**src/rtl/sa_pkg.sv**
```systemverilog
// Shared types and constants for the systolic-array result path.
package sa_pkg;

   localparam int SA_ADD_BW   = 32;
   localparam int SA_SIGN_BIT = SA_ADD_BW - 1;
   localparam int SA_COL_BW   = 8;

   typedef logic [SA_ADD_BW-1:0] bfp32_t;

   typedef struct packed {
      bfp32_t               data;
      logic [SA_COL_BW-1:0] col;
      logic                 last;
   } sa_word_t;

   // Clamp negative results to zero; the sign bit alone decides.
   function automatic bfp32_t sa_relu(input bfp32_t w);
      return w[SA_SIGN_BIT] ? '0 : w;
   endfunction

endpackage

```
**src/rtl/sa_col_fifo.sv**
```systemverilog
// Single-clock per-column deskew FIFO with occupancy count and synchronous flush.
module sa_col_fifo
   import sa_pkg::*;
#(
   parameter int W     = SA_ADD_BW,
   parameter int DEPTH = 8,
   localparam int AW   = $clog2(DEPTH),
   localparam int CW   = AW + 1
) (
   input  logic          clk,
   input  logic          rst,
   input  logic          flush,
   input  logic          push,
   input  logic          pop,
   input  logic [W-1:0]  din,
   output logic [W-1:0]  dout,
   output logic [CW-1:0] count,
   output logic          full,
   output logic          empty
);

   logic [W-1:0]  mem [DEPTH];
   logic [AW-1:0] wr_ptr;
   logic [AW-1:0] rd_ptr;
   logic          do_push;
   logic          do_pop;

   assign full    = (count == CW'(DEPTH));
   assign empty   = (count == '0);
   assign do_push = push & ~full & ~flush;
   assign do_pop  = pop & ~empty & ~flush;
   assign dout    = mem[rd_ptr];

   always_ff @(posedge clk or negedge rst) begin
      if (!rst) begin
         wr_ptr <= '0;
         rd_ptr <= '0;
         count  <= '0;
      end else if (flush) begin
         wr_ptr <= '0;
         rd_ptr <= '0;
         count  <= '0;
      end else begin
         if (do_push) wr_ptr <= wr_ptr + AW'(1);
         if (do_pop)  rd_ptr <= rd_ptr + AW'(1);
         case ({do_push, do_pop})
            2'b10:   count <= count + CW'(1);
            2'b01:   count <= count - CW'(1);
            default: count <= count;
         endcase
      end
   end

   always_ff @(posedge clk) begin
      if (do_push) mem[wr_ptr] <= din;
   end

endmodule

```
**src/rtl/sa_result_drain.sv**
```systemverilog
// Bottom-edge result collector: deskews column streams into rows and serializes them.
// Optional SA_DRAIN_RELU_EN zeroes negative words at the output mux.
//
// state | meaning
// IDLE  | no row held; waiting for every column FIFO to be non-empty
// EMIT  | row register presenting word col_q on the output stream
module sa_result_drain
   import sa_pkg::*;
#(
   parameter int N_COLS     = 4,
   parameter int ADD_BW     = SA_ADD_BW,
   parameter int FIFO_DEPTH = 8,
   parameter int CNT_BW     = 16,
   localparam int COL_W     = $clog2(N_COLS)
) (
   input  logic                     clk,
   input  logic                     rst,
   input  logic                     i_start,
   input  logic [CNT_BW-1:0]        i_rows,
   input  logic [N_COLS-1:0]        i_col_valid,
   input  logic [N_COLS*ADD_BW-1:0] i_col_data,
   output logic                     o_stall,
   output logic                     o_valid,
   input  logic                     i_ready,
   output logic [ADD_BW-1:0]        o_data,
   output logic [COL_W-1:0]         o_col,
   output logic                     o_last,
   output logic                     o_done,
   output logic                     o_overflow
);

   localparam int FCW      = $clog2(FIFO_DEPTH) + 1;
   localparam int STALL_TH = FIFO_DEPTH - N_COLS;

   typedef enum logic {IDLE, EMIT} state_t;

   state_t              state_q, state_d;
   logic [COL_W-1:0]    col_q, col_d;
   logic [ADD_BW-1:0]   row_q [N_COLS];
   logic [CNT_BW-1:0]   rows_q;
   logic [CNT_BW-1:0]   row_cnt_q;
   logic                done_seen_q;
   logic                pop;
   logic                row_done;
   logic                row_ready;
   logic                last;
   logic                hs;
   logic                final_row;
   logic [N_COLS-1:0]   push_v;
   logic [N_COLS-1:0]   fifo_full;
   logic [N_COLS-1:0]   fifo_empty;
   logic [ADD_BW-1:0]   fifo_dout [N_COLS];
   logic [FCW-1:0]      fifo_cnt  [N_COLS];
   bfp32_t              cur_word;

   // Strobes coinciding with a restart belong to the previous matrix.
   assign push_v = i_col_valid & {N_COLS{~i_start}};

   for (genvar c = 0; c < N_COLS; c++) begin : g_col
      sa_col_fifo #(.W(ADD_BW), .DEPTH(FIFO_DEPTH)) u_fifo (
         .clk   (clk),
         .rst   (rst),
         .flush (i_start),
         .push  (push_v[c]),
         .pop   (pop),
         .din   (i_col_data[c*ADD_BW +: ADD_BW]),
         .dout  (fifo_dout[c]),
         .count (fifo_cnt[c]),
         .full  (fifo_full[c]),
         .empty (fifo_empty[c])
      );
   end

   assign row_ready = ~|fifo_empty;
   assign last      = (col_q == COL_W'(N_COLS - 1));
   assign o_valid   = (state_q == EMIT);
   assign hs        = o_valid & i_ready;
   assign o_col     = col_q;
   assign o_last    = o_valid & last;
   assign cur_word  = row_q[col_q];
   assign final_row = (rows_q != '0) && (row_cnt_q == rows_q - CNT_BW'(1)) && !done_seen_q;

`ifdef SA_DRAIN_RELU_EN
   assign o_data = sa_relu(cur_word);
`else
   assign o_data = cur_word;
`endif

   always_comb begin
      o_stall = 1'b0;
      for (int c = 0; c < N_COLS; c++) begin
         if (fifo_cnt[c] >= FCW'(STALL_TH)) o_stall = 1'b1;
      end
   end

   always_comb begin
      state_d  = state_q;
      col_d    = col_q;
      pop      = 1'b0;
      row_done = 1'b0;
      case (state_q)
         IDLE: begin
            if (row_ready) begin
               pop     = 1'b1;
               col_d   = '0;
               state_d = EMIT;
            end
         end
         EMIT: begin
            if (hs) begin
               if (!last) begin
                  col_d = col_q + COL_W'(1);
               end else begin
                  row_done = 1'b1;
                  col_d    = '0;
                  if (row_ready) pop = 1'b1;
                  else           state_d = IDLE;
               end
            end
         end
         default: state_d = IDLE;
      endcase
      if (i_start) begin
         state_d  = IDLE;
         col_d    = '0;
         pop      = 1'b0;
         row_done = 1'b0;
      end
   end

   always_ff @(posedge clk or negedge rst) begin
      if (!rst) begin
         state_q <= IDLE;
         col_q   <= '0;
         for (int c = 0; c < N_COLS; c++) row_q[c] <= '0;
      end else begin
         state_q <= state_d;
         col_q   <= col_d;
         if (pop) begin
            for (int c = 0; c < N_COLS; c++) row_q[c] <= fifo_dout[c];
         end
      end
   end

   // Row counter freezes once the final row is signalled so o_done fires once.
   always_ff @(posedge clk or negedge rst) begin
      if (!rst) begin
         rows_q      <= '0;
         row_cnt_q   <= '0;
         done_seen_q <= 1'b0;
         o_done      <= 1'b0;
         o_overflow  <= 1'b0;
      end else if (i_start) begin
         rows_q      <= i_rows;
         row_cnt_q   <= '0;
         done_seen_q <= 1'b0;
         o_done      <= 1'b0;
         o_overflow  <= 1'b0;
      end else begin
         o_done <= row_done & final_row;
         if (row_done) begin
            if (final_row)         done_seen_q <= 1'b1;
            else if (!done_seen_q) row_cnt_q   <= row_cnt_q + CNT_BW'(1);
         end
         if (|(push_v & fifo_full)) o_overflow <= 1'b1;
      end
   end

endmodule

```
**config.mk**
```make
export PLATFORM = sky130hd
export DESIGN_NAME = sa_result_drain
export DESIGN_NICKNAME = d
export VERILOG_FILES = /design/src/rtl/sa_pkg.sv /design/src/rtl/sa_col_fifo.sv /design/src/rtl/sa_result_drain.sv
export SDC_FILE = /design/constraint.sdc
export NUM_CORES = 1
export LEC_CHECK = 0
export CAP_MARGIN = 20
export CORE_AREA = 8 8 305 307
export CTS_CLUSTER_DIAMETER = 80
export DETAILED_ROUTE_END_ITERATION = 8
export DIE_AREA = 0 0 313 315
export PLACE_DENSITY = 0.76
export SLEW_MARGIN = 30
export SYNTH_ARGS = -nofsm -noshare
export SYNTH_HDL_FRONTEND = slang
export SYNTH_SLANG_ARGS = --single-unit
```
**constraint.sdc**
```tcl
create_clock -name clk -period 4 [get_ports clk]
set_input_delay 0.8 -clock clk [delete_from_list [all_inputs] [get_ports clk]]
set_output_delay 0.8 -clock clk [all_outputs]
set_load 0.005 [all_outputs]
```
==> results.yml <==
global_route:
  grt_pass1_vias: 24540
  gr-usage-all-layers: 0.2185
  antenna_found_initial: 13
  grt-ovfl-total: 0
  grt_pass1_wl_um: 160800
  grt_max_degree: 137
timing:
  setup_viol: 0
  maxSlewHeadroom: 0.3448
  finalMaxSlewViolations: 0
  fmax_mhz: 274.9
  rsz0062_at_grt: "false"
  tightest_slew_ps: 982.8
  fin_setup_tns_ps: 0
  finalHoldViolations: 0
  period_needed_ps: 3637
  period_share: 0.9093
  skew_ps: 38.38
setup_path:
  reg2reg_to: "g_col[2].u_fifo.count[3]"
  cpMostUsedCell: "nor4_1"
  start_kind: "flip-flop"
  reg2reg_setup_slack_ps: 360
  r2r_start: "g_col[3].u_fifo.count[2]"
  critPathArrivalTime_ps: 4180
  worstSetupPathType: "flip-flop to flip-flop"
  ff2ff_path_depth: 11
  crit_required_ps: 4540
  cp_slowest_cell: "nor4_1"
  cp-end-kind: "flip-flop"
  crit_chain: "nor4_1 -> nor4_1 -> nand2_1 -> nor3_1 -> ha_1 -> a21o_1 -> a21oi_1 -> nand3_1 -> o21ai_0 -> xnor2_1 -> nor2_1"
  slowest_delay_ps: 710
  crit_fanout: 10
synth:
  synth.area.top_cells: "edfxtp_1, mux4_2, dfrtp_1"
  synth_seq_area_share: 0.7467
  synthFlopType: "edfxtp_1"
  postSynthCellCount: 2467
  synth_edf_count: 1024
  synth_top_cell_by_area: "edfxtp_1"
  netlist_area_mm2: 0.04809
  yosysWarnings: 0
  async_flop_share: 0.1675
  syn-num-nets: 2643
  ys_seq_elements: 1230
  synth.top_cell.area_share: 0.6395
  synth.distinct_cells: 52
  synthesis.area_per_instance_um2: 19.49
cts:
  cts_buffer_depth: 3
  cts_hold_buf: 0
  cts-buffers-inserted: 117
  cts_resized: 0
  root_buffer: "clkbuf_16"
  cts.sinks: 1230
  cts.clk_slew.worst_paths_ps: 60
  post-cts-setup-buffers: 0
  htreeDepth: 3
  cts_tree: "done"
  worstSkewPairLatency_ps: 700
layout:
  final_common_cell: "edfxtp_1"
  final_cell_mix: "edfxtp_1, mux4_2, nor2_1"
  drive_gt1_frac: 0.2147
  fillCellCount: 5827
  area_delta_synth_final_pct: 16.02
  nets: 2883
place:
  gp_congestion: 0.8251
  port_buffers: 190
  hpwl_um: 66630
power_and_ir_drop:
  total_power_mw: 28.78
  leakage_nw: 18.13
  irDropWorstVdd_mv: 0.3917
  power.density_mw_per_mm2: 515.9
floorplan:
  die-area_mm2: 0.09860
  start_util: 0.5467
  die_height_um: 315
  rows: 109
  die-width_um: 313
  core_mm2: 0.08797
  ioPinCount: 191
drt:
  wirelength_um: 107700
  drt_iter0_markers: 2339
  remaining_drc_errors: 0
  vias_per_cell: 6.055
  firstDrtPassIters: 5
  ant_nets: 0
  wire_per_inst_um: 27.07
  dr_total_vias: 24090
worst_hold_path:
  hp-class: "input pin to asynchronous set/reset pin"
status:
  status: "completed"
job:
  maxCapViolations: 0
through the flow:
stage | util | setup slack (ps) | hold slack, ps | area, µm² | instances
after floorplan | - | 795.1 | 489.9 | 48130 | 2467
after global placement | 0.5887 | 548.7 | 505.3 | 51780 | 3753
after detailed placement | 0.5887 | 421.1 | 517.1 | 51780 | 3753
after CTS | 0.6341 | 455.5 | 153.4 | 55770 | 3973
after global routing | 0.6341 | 85.73 | 178.1 | 55780 | 3976
final | 0.6342 | 362.9 | 157.4 | 55790 | 3979
kinds of logic after synthesis:
kind of cell / after synthesis / share of synthesized area
flip-flops: 1230 / 0.7466
buffers and inverters: 138 / 0.01093
AO/OA/AOI/OAI: 194 / 0.02147
adder cells (fa/ha/maj): 24 / 0.006869
AND/OR/NAND/NOR: 382 / 0.03609
multiplexers: 440 / 0.1671
XOR/XNOR: 59 / 0.01090
power breakdown:
part           leakage, nW  internal, mW  switching [mW]
logic                 4.26          1.10            1.22
clock network         1.94          6.68            4.70
registers             11.9          14.6           0.488
total                 18.1          22.4            6.41
flip-flops by register name, indices dropped and copies added (netlist names):
signal / cells
row_q: 128
g_col.u_fifo.mem: 1024
g_col.u_fifo.wr_ptr: 12
rows_q: 16
g_col.u_fifo.count: 16
o_col: 2
row_cnt_q: 16
o_overflow: 1
g_col.u_fifo.rd_ptr: 12
o_valid: 1
o_done: 1
done_seen_q: 1
worst max-delay path by stage:
stage	startpoint	end	slack [ps]	cells after the start
2_1_floorplan	i_start	g_col[2].u_fifo.mem[6][0]	800	3
3_3_place_gp	i_ready	g_col[1].u_fifo.count[3]	550	12
3_5_place_dp	i_ready	g_col[2].u_fifo.count[3]	420	12
4_1_cts	g_col[3].u_fifo.count[0]	g_col[2].u_fifo.count[3]	460	11
5_1_grt	g_col[3].u_fifo.count[0]	g_col[1].u_fifo.count[3]	90	11
6_report	g_col[3].u_fifo.count[2]	g_col[2].u_fifo.count[3]	360	11
cells in the mapped netlist (4+ instances only):
cell type	count
ha_1	20
nand2_1	57
a21oi_1	159
xnor2_1	40
mux4_2	288
and2_1	6
nor3_1	20
nor2_1	219
mux2_2	13
dfrtp_1	206
a21o_1	4
and3_1	5
nand2b_1	12
clkbuf_1	96
buf_1	35
mux2i_1	133
fa_1	4
nor2b_1	7
nor4_1	10
edfxtp_1	1024
nand4_1	8
or3_1	7
inv_1	6
xor2_1	18
a31oi_1	4
o21ai_0	15
nand3_1	14
mux2_1	5
critical path: cells and delay by family, from the launching register on:
family	cells	cell delay, ps
fa+ha+maj	1	330
simple gates	6	2030
xor+xnor	1	150
compound gates	3	530
flops	1	460
area by class of cell:
type,count,area [µm²],area share
Sequential cell,1230,35930,0.6440
Multi-Input combinational cell,1099,11850,0.2123
Clock buffer,151,3162,0.05667
Timing Repair Buffer,253,2527,0.04530
Tap cell,1165,1458,0.02613
Clock inverter,69,829.5,0.01487
Inverter,6,22.52,0.0004037
Antenna cell,6,15.01,0.0002691
metal layers:
layer | global-route usage | part of all wire | vias to the layer above | wire [µm]
li1 | - | - | 10360 | -
met2 | 0.3470 | 0.49 | 1030 | 52450
met5 | 0 | 0.00051 | - | 55
met1 | 0.2914 | 0.38 | 12540 | 41150
met4 | 0.07150 | 0.029 | 8 | 3080
met3 | 0.06659 | 0.10 | 160 | 10970
No activity file was read; power rests on OpenSTA's default activity.
==> RTL change: new RTL, same flow settings <==
Build with the macro `SA_DRAIN_RELU_EN` defined.
--- a/src/rtl/sa_result_drain.sv
+++ b/src/rtl/sa_result_drain.sv
@@ -4,6 +4,8 @@
 // state | meaning
 // IDLE  | no row held; waiting for every column FIFO to be non-empty
 // EMIT  | row register presenting word col_q on the output stream
+`define SA_DRAIN_RELU_EN
+
 module sa_result_drain
    import sa_pkg::*;
 #(
Function: changed (a bounded check fails within 4 cycles, from zero or initial values and one cycle with rst low).
==> RTL change against the unedited design <==
  * Power increased by 2.9%
  * Sequential share of layout area decreased by 0.077 points
  * Count of clock-buffer cells in the layout increased by 5
  * Sequential cell count unchanged
  * Register-to-register slack improved by 370 ps
  * Worst setup slack got worse by 280 ps
  * Routed wire length increased by 0.33%
  * Via count about the same
  * Synthesized area increased by 0.48%
  * Cell area increased by 0.14%
  * Critical path type is now flip-flop to output port
  * Largest power group unchanged
==> RTL change: results (changes against the unedited design) <==
* Status: completed
* Root buf cell: clkbuf_16
* DP HPWL at 66.87 mm (+0.36%)
* Seq/Total Area, Yosys at 0.7431 (-0.003577)
* GR Layer Usage met1 at 0.2917 (+0.0003240)
* XOR/XNOR share of the synthesized area at 0.009426 (-0.001476)
* Clock share of power at 0.374 (-0.022)
* Detail Route Antenna Nets at 0 (unchanged)
* Clock tree buffer depth at 3 (unchanged)
* Syn nets at 2,674 (+1.2%)
* Metal-1 WL at 42.80 mm (+4.0%)
* Inst Count DP at 3,779 (+0.69%)
* Syn Area/Cell at 19.34 µm² (-0.77%)
* Layout Cells excl Fill at 4,009 (+0.75%)
* Leakage at 18.21 nW (+0.44%)
* Fin nets at 2,911 (+0.97%)
* Fraction of layout cells with a size suffix above 1 at 0.2125 (-0.002195)
* Final-layout fill cell count at 5,724 (-1.8%)
* Largest net degree at the start of global routing at 257 (+88%)
* Power Sequential at 0.0155 W (+3%)
* Leading area contributor after synthesis: edfxtp_1
* Met2 routed WL at 53.30 mm (+1.6%)
* Dpl cell area at 51,910 µm² (+0.24%)
* Grt met2 use at 0.3548 (+0.007791)
* Reg2reg path depth at 8 (-3)
* DR WL/cell at 26.95 µm (-0.42%)
* Clk_skew at 50.71 ps (+12.33 ps)
* Compound-Gate Fraction of Synth Area at 0.02188 (+0.0004151)
* IO Port Bufs at 189 (-0.53%)
* Post-synth cell types at 55 (+5.8%)
* Via count at 24,100 (+0.017%)
* Adder-Cell Fraction of Synth Area at 0.006836 (-0.00003291)
* Mux contribution to synthesized area at 0.1669 (-0.0002049)
* Hold Path Cell Cnt at 2
* Arr. time, crit path at 3120 ps (-1060 ps)
* Total Routing Usage GR at 0.2168 (-0.001694)
* Met3 usage at 0.05945 (-0.007137)
* Max Fanout on Critical Path at 31 (+21)
* NetSw at 0.006989 W (+9.0%)
* Hold Path Class: flip-flop to flip-flop
* First-pass GRT wire length at 159.6 mm (-0.75%)
* Final RePlAce weighted congestion at 0.8397 (+1.8%)
* Slew headroom at 0.3908 (+0.04601)
* Final hold violations at 0 (unchanged)
* Wire length on met3 at 9.753 mm (-11%)
* Commonest cells in the netlist: 1,024 x edfxtp_1, 288 x mux4_2, 206 x dfrtp_1
* Synth top area cells: edfxtp_1 64%, mux4_2 13%, dfrtp_1 11%
* Peak supply drop at 0.4810 mV (+23%)
* Antenna violations before repair at 12 (-1)
* Initial DRC Count at 2,568 (+9.8%)
* Vias in the first global route at 24,570 (+0.12%)
* Largest regs: g_col.u_fifo.mem: 1024 flops, row_q: 128 flops
==> RTL change: worst paths after layout <==
| path | from | to | slack [ps] |
|---|---|---|---|
| min reg2reg | row_q[17] | row_q[17] | 480 |
| min in group asynchronous | rst | row_cnt_q[8] | 540 |
| max | row_q[31] | o_data[15] | 80 |
| min | row_q[17] | row_q[17] | 480 |
| max in group asynchronous | rst | g_col[1].u_fifo.rd_ptr[0] | 2380 |
| max reg2reg | rows_q[3] | row_cnt_q[12] | 730 |
==> RTL change: cell type report <==
| type | instances | area (µm²) | area share |
|---|---|---|---|
| Antenna cell | 7 | 17.52 | 0.0003135 |
| Clock buffer | 156 | 3221 | 0.05765 |
| Clock inverter | 65 | 676.9 | 0.01212 |
| Inverter | 9 | 33.78 | 0.0006047 |
| Multi-Input combinational cell | 1125 | 12030 | 0.2154 |
| Sequential cell | 1230 | 35940 | 0.6433 |
| Tap cell | 1165 | 1458 | 0.02609 |
| Timing Repair Buffer | 252 | 2491 | 0.04459 |
==> RTL change: timing repair <==
item	4_1_cts	5_1_grt
resized for setup	0	1
hold buffers	0	1
setup endpoints to repair	0	4
hold endpoints to repair	0	23
==> RTL change: per-stage QoR <==
| stage | setup slack (ps) | total power, W | hold slack [ps] |
|---|---|---|---|
| 2_1_floorplan | 23.96 | 0.01704 | 444.6 |
| 3_3_place_gp | 706.3 | 0.01859 | 462.1 |
| 3_5_place_dp | 636.8 | 0.01872 | 471.2 |
| 4_1_cts | 138.6 | 0.02975 | 159.3 |
| 5_1_grt | 25.68 | 0.03062 | 508.6 |
| 6_report | 83.68 | 0.02961 | 482.6 |
==> RTL change: worst max-delay path: stages, from the launching register on <==
cell	delay [ps]
dfrtp_1	400
mux4_2	800
nor2b_1	570
clkdlybuf4s50_1	620
